--- config.mk ---
export PLATFORM = sky130hd
export DESIGN_NAME = fetch_stage
export DESIGN_NICKNAME = d
export VERILOG_FILES = /design/src/rtl/fetch_stage.sv
export SDC_FILE = /design/constraint.sdc
export NUM_CORES = 1
export LEC_CHECK = 0
export ABC_AREA = 1
export CAP_MARGIN = 0
export CORE_ASPECT_RATIO = 0.75
export CORE_MARGIN = 2
export CORE_UTILIZATION = 45
export DETAILED_ROUTE_END_ITERATION = 8
export PLACE_DENSITY = 0.81
export SLEW_MARGIN = 40
export SYNTH_ARGS = -nofsm -noshare
export SYNTH_HDL_FRONTEND = slang
export SYNTH_SLANG_ARGS = --single-unit
--- constraint.sdc ---
create_clock -name clk -period 2.55 [get_ports clk]
set_input_delay 0.6375 -clock clk [delete_from_list [all_inputs] [get_ports clk]]
set_output_delay 0.6375 -clock clk [all_outputs]
set_load 0.03 [all_outputs]
--- src/rtl/fetch_stage.sv ---
// IF stage and IF/ID pipeline register: PC sequencing, redirects, halt freeze.
// Optional fetch/bubble statistics counters are built only when FETCH_STATS_EN is defined.
module fetch_stage #(
   parameter logic [31:0] RESET_PC  = 32'h0000_0000,
   parameter logic [31:0] NOP_WORD  = 32'h0000_0000,
   parameter logic [31:0] HALT_WORD = 32'hFFFF_FFFF
) (
   input  logic        clk,
   input  logic        rst_n,
   input  logic [31:0] imem_data,
   input  logic        stall,
   input  logic        pc_src,
   input  logic [31:0] branch_target,
   input  logic        pc_jump,
   input  logic        jump_sel,
   input  logic [31:0] jr_target,
   output logic [31:0] pc,
   output logic [31:0] if_id_instr,
   output logic [31:0] if_id_pc_plus4,
   output logic        if_id_valid,
   output logic [5:0]  opcode,
   output logic [5:0]  func,
   output logic        halted,
   output logic [31:0] fetch_count,
   output logic [31:0] bubble_count
);

   // state  | meaning
   // S_BOOT | one cycle after reset; IF/ID loaded with a bubble, PC holds
   // S_RUN  | normal fetch with stall / redirect / halt handling
   // S_HALT | HALT_WORD reached ID; everything frozen until reset
   typedef enum logic [1:0] {S_BOOT, S_RUN, S_HALT} state_t;

   state_t      state;
   logic [31:0] pc_plus4;
   logic [31:0] jump_target;
   logic [31:0] redirect_pc;
   logic        redirect;
   logic        halt_seen;

   assign pc_plus4    = pc + 32'd4;
   assign jump_target = {if_id_pc_plus4[31:28], if_id_instr[25:0], 2'b00};
   // A bubble in ID cannot have produced a redirect, so only a valid slot counts.
   assign redirect    = if_id_valid & (pc_jump | pc_src);
   assign halt_seen   = if_id_valid & (if_id_instr == HALT_WORD);
   assign redirect_pc = pc_jump ? (jump_sel ? jump_target : jr_target) : branch_target;

   assign opcode = if_id_instr[31:26];
   assign func   = if_id_instr[5:0];

   always_ff @(posedge clk) begin
      if (!rst_n) begin
         state          <= S_BOOT;
         pc             <= RESET_PC;
         if_id_instr    <= NOP_WORD;
         if_id_pc_plus4 <= 32'h0;
         if_id_valid    <= 1'b0;
         halted         <= 1'b0;
      end else begin
         case (state)
            S_BOOT: begin
               state       <= S_RUN;
               if_id_instr <= NOP_WORD;
               if_id_valid <= 1'b0;
            end
            S_RUN: begin
               if (!stall) begin
                  if (halt_seen) begin
                     state  <= S_HALT;
                     halted <= 1'b1;
                  end else if (redirect) begin
                     pc          <= redirect_pc;
                     if_id_instr <= NOP_WORD;
                     if_id_valid <= 1'b0;
                  end else begin
                     pc             <= pc_plus4;
                     if_id_instr    <= imem_data;
                     if_id_pc_plus4 <= pc_plus4;
                     if_id_valid    <= 1'b1;
                  end
               end
            end
            default: begin
               state <= S_HALT;
            end
         endcase
      end
   end

`ifdef FETCH_STATS_EN
   logic load_valid;
   logic load_bubble;
   logic run_move;

   assign run_move    = (state == S_RUN) & ~stall & ~halt_seen;
   assign load_valid  = run_move & ~redirect;
   assign load_bubble = (state == S_BOOT) | (run_move & redirect);

   always_ff @(posedge clk) begin
      if (!rst_n) begin
         fetch_count  <= 32'h0;
         bubble_count <= 32'h0;
      end else begin
         if (load_valid)  fetch_count  <= fetch_count + 32'd1;
         if (load_bubble) bubble_count <= bubble_count + 32'd1;
      end
   end
`else
   assign fetch_count  = 32'h0;
   assign bubble_count = 32'h0;
`endif

endmodule

; Word level (Yosys, flattened, before mapping)
; Index checks and enable logic that the tools add are counted.
[totals]
output_inout_bits = 174
in_bits = 102
word_cells = 39
register_bits = 100
[classes]
bitwise = 6
n_eq_ne = 5
add_sub_neg = 1
n_reduce_logical = 7
muxes = 14
[ops]
columns = operator, n
row1 = 2-to-1 mux 32 bit, 6
row2 = case mux 32 bit (2 select lines), 1
row3 = "adder 32 x 3 -> 32 bit, second input constant", 1
row4 = "equality test 32 bit, second input constant", 1
row5 = AND reduction 3 bit, 3
row6 = "!= test 2 bit, second input constant", 3
row7 = 2-to-1 mux 2 bit, 2
row8 = case mux 2 bit (2 select lines), 1
row9 = AND reduction 4 bit, 1
row10 = 2-to-1 mux 1 bit, 3
row11 = NOT 1 bit, 3
row12 = bitwise AND 1 bit, 2
row13 = "equality test 2 x 1 -> 1 bit, second input constant", 1
row14 = zero test 2 bit, 1
row15 = case mux 1 bit (2 select lines), 1
row16 = AND reduction 2 bit, 1
row17 = nonzero test 2 bit, 1
row18 = OR 1 bit, 1

; Depth between registers and ports, before layout
[depth]
ltp_word = 6
ltp_mapped = 12
ltp_nobuf = 12

; Worst setup path after synthesis
; No wires, ideal clock.
[synth_timing]
path_type = input-to-reg
start = input port pc_jump
end = register if_id_pc_plus4[9]
required_ns = 2.433
stages = 10
setup_ns = 0.117
n_path_buf = 2
setup_slack_ns = 0.681
t_arrival_ns = 1.752
cell_sequence = buf_6 > o21ai_4 > inv_2 > nor2_8 > inv_2 > nor2_8 > buf_4 > nand2_1 > nand2_1 > a21oi_1
[synth_between]
elab_chain_cells = 4
[synth_rtl]
columns = item, line_no
row1 = start: declaration, 14  ; input logic pc_jump,
row2 = OR 1 bit, 44  ; assign redirect = if_id_valid & (pc_jump | pc_src);
row3 = bitwise AND 1 bit, 44
row4 = NOT 1 bit (no line), --
row5 = AND reduction 4 bit (no line), --
row6 = end signal: assignment, 78  ; if_id_pc_plus4 <= pc_plus4;
row7 = end: declaration, 19  ; output logic [31:0] if_id_pc_plus4,
; No other way between the ends.
; A chain may end at the register's enable or synchronous reset.

; Worst setup path after layout
[layout_timing]
start = register if_id_valid
end = output port if_id_valid
[layout_rtl]
columns = item, line_no
row1 = start: declaration, 20  ; output logic if_id_valid,
row2 = start signal: assignment, 57  ; if_id_valid <= 1'b0;
row3 = start signal: assignment, 64  ; if_id_valid <= 1'b0;
row4 = start signal: assignment, 74  ; if_id_valid <= 1'b0;
; No word-level cell between the ends.

==> flow_metrics.py <==
metrics = {
    "grt": {
        "track_usage_pct": 28.63,
        "grt_max_degree": 31,
        "grt_overflow_total": 0,
        "grt_pass1_wl_um": 34070,
        "grt_pass1_vias": 6376,
        "grt_antenna_before_repair": 1,
    },
    "final_layout": {
        "instances_no_fill": 1393,
        "area_growth_pct": 35.74,
        "layout-drive-gt1-share_pct": 4.273,
        "utilization_pct": 62.53,
        "nets": 1315,
    },
    "synthesis": {
        "synth_top_area_share_pct": 31.71,
        "netlist_area_sq_um": 6312,
        "ys_top_cells_by_count": "nand2_1, nor2_1, dfxtp_1",
        "synth.most_common_cell": "nand2_1",
        "ys_seq_area_share_pct": 31.71,
        "synth_edf_count": 0,
        "yosysTopAreaCell": "dfxtp_1",
        "synth.avg_cell_area_sq_um": 6.117,
        "synth_warnings": 0,
        "async_flop_share_pct": 0,
        "netlist-cell-type-count": 30,
        "dominantRegCellSynth": "dfxtp_1",
        "synthTopCellsByArea": "dfxtp_1, nand2_1, nor2_1",
        "synth-seq-cells": 100,
        "synthCells": 1032,
    },
    "setup_path": {
        "cp.arrival_ps": 1640,
        "critPathRequiredTime_ps": 1910,
        "crit_chain": "clkdlybuf4s50_1",
        "crit_buf_inv": 1,
        "crit_family": "buffers and inverters",
        "path_depth": 1,
        "cpPeakStageDelay_ps": 750,
        "cp_max_fo": 5,
        "reg2reg_slack_ps": 420,
        "slowest_stage": "clkdlybuf4s50_1",
        "r2r_cells": 8,
        "worstSetupEndpointType": "output port",
        "path_class": "reg -> out",
        "cp-start-kind": "flop",
    },
    "timing": {
        "fmax_mhz": 439.8,
        "maxSlewViolCount": 0,
        "fin_hold_ws_ps": 461.0,
        "rsz0062_at_grt": "no",
        "setup_viol": 0,
        "fin_skew_ps": 8.044,
        "period_minus_slack_ps": 2274,
        "finalSetupTns_ps": 0,
        "hold_violations": 0,
        "period_share_pct": 89.17,
    },
    "placed_design": {
        "numPortBuffers": 211,
        "hpwl_um": 16420,
        "routabilityCongestion": 0.9561,
        "dp.cells": 1376,
    },
    "floorplanning": {
        "die_y_um": 106.6,
        "io_pins": 276,
        "die_w_um": 140.8,
        "row_count": 37,
        "core-area_sq_um": 13700,
        "start_util_pct": 46.06,
        "dieArea_sq_um": 15000,
    },
    "power": {
        "p_leak_nw": 3.664,
        "vdd_drop_max_mv": 0.3359,
        "power_density_nw_per_um2": 506.0,
    },
    "cts": {
        "cts-resized-gates": 0,
        "clk_pin_slew_ps": 70,
        "clock_latency_ps": 350,
        "cts.sinks": 100,
        "cts_setup_buffers": 0,
        "cts_tree": "yes",
        "hold_buffers": 0,
        "h-tree-depth": 3,
        "cts_buffers": 9,
        "cts_root_buffer": "clkbuf_16",
        "ctsLongestPathBuffers": 2,
    },
    "route": {
        "routed_wl_um": 21540,
        "drc": 0,
        "ant_nets": 0,
        "route.detailed.wl_per_inst_um": 15.46,
        "dr.pass1.iters": 5,
        "drtIter0Drc": 466,
        "avgViaCountPerCell": 5.028,
        "num_vias": 7004,
    },
    "worst_hold_path": {
        "min_path_cells": 2,
        "min_path_type": "reg -> reg",
    },
    "flow_run": {
        "maxCapViolCount": 0,
    },
    "status": {
        "status": "finished clean",
    },
}
[metrics by stage]
stage	worst slack, ps	total power, W	area [sq um]
2_1_floorplan	681.4	0.002541	6549
3_3_place_gp	172.7	0.002939	8267
3_5_place_dp	146.9	0.002947	8267
4_1_cts	288.0	0.004345	8566
5_1_grt	249.2	0.004514	8568
6_report	276.1	0.004336	8568
[sequential cells by signal, summed over array words and instances (netlist names)]
register	cells
halted	1
if_id_instr	32
if_id_pc_plus4	32
if_id_valid	1
pc	32
state	2
[report_power, final]
part	switching [W]	internal, W	total, W
Clock	0.000645	0.000769	0.00141
Sequential	0.000115	0.00165	0.00176
Combinational	0.000702	0.000455	0.00116
[cells by family after synthesis]
logic type / after synthesis / share of synthesized area (%)
compound gates: 126 / 10.21
other cells: 1 / 0.05941
flops: 100 / 31.71
buf+inv: 183 / 16.31
xor+xnor: 17 / 2.359
fa+ha+maj: 1 / 0.1982
simple gates: 604 / 39.15
[per-layer routing]
layer  up-vias  part of all wire, %  wire length, um  global-route usage, %
met1      3199                   44             9402                  38.71
li1       3476                    -                -                      -
met3        23                  8.8             1886                  5.895
met4         0                  1.7              365                  7.357
met5         -                    0                0                      0
met2       306                   46             9880                  46.97
[worst reg2reg max path, delay by kind of cell (launching register included)]
kind | cells | cell delay (ps)
and+or+nand+nor | 6 | 1200
DFF | 1 | 430
adders and majority gates | 1 | 230
AOI/OAI and AO/OA | 1 | 140
[area by class of cell]
cell class	count	area, sq um
inverter	57	214.0
fill	1308	5135
tap	175	219.0
clock buffer	10	229.0
antenna	1	2.502
clock inverter	6	70.07
timing repair buffer	232	2315
multi-input combinational	812	3517
sequential	100	2002
[path summary, 6_finish.rpt]
path | start | end
setup / recovery | if_id_valid | if_id_valid
hold / removal | if_id_pc_plus4[9] | if_id_pc_plus4[9]
setup reg to reg | pc[2] | pc[28]
hold reg to reg | if_id_pc_plus4[9] | if_id_pc_plus4[9]
[layout by cell type, fill, tap and decap left out, types with 3 or more instances in the layout]
master           instances
a21oi_1                 37
buf_12                   4
buf_4                   17
clkbuf_16                9
clkdlybuf4s50_1        210
clkinv_1                 3
clkinvlp_4               3
conb_1                  64
dfxtp_1                100
inv_1                   49
inv_2                    5
nand2_1                283
nand3_1                 67
nand4_1                 18
nor2_1                 219
nor2_2                   4
nor3_1                   6
o21ai_0                 67
o21ai_1                 20
xnor2_1                  4
xor2_1                  13
No activity file was read; power rests on OpenSTA's default activity.
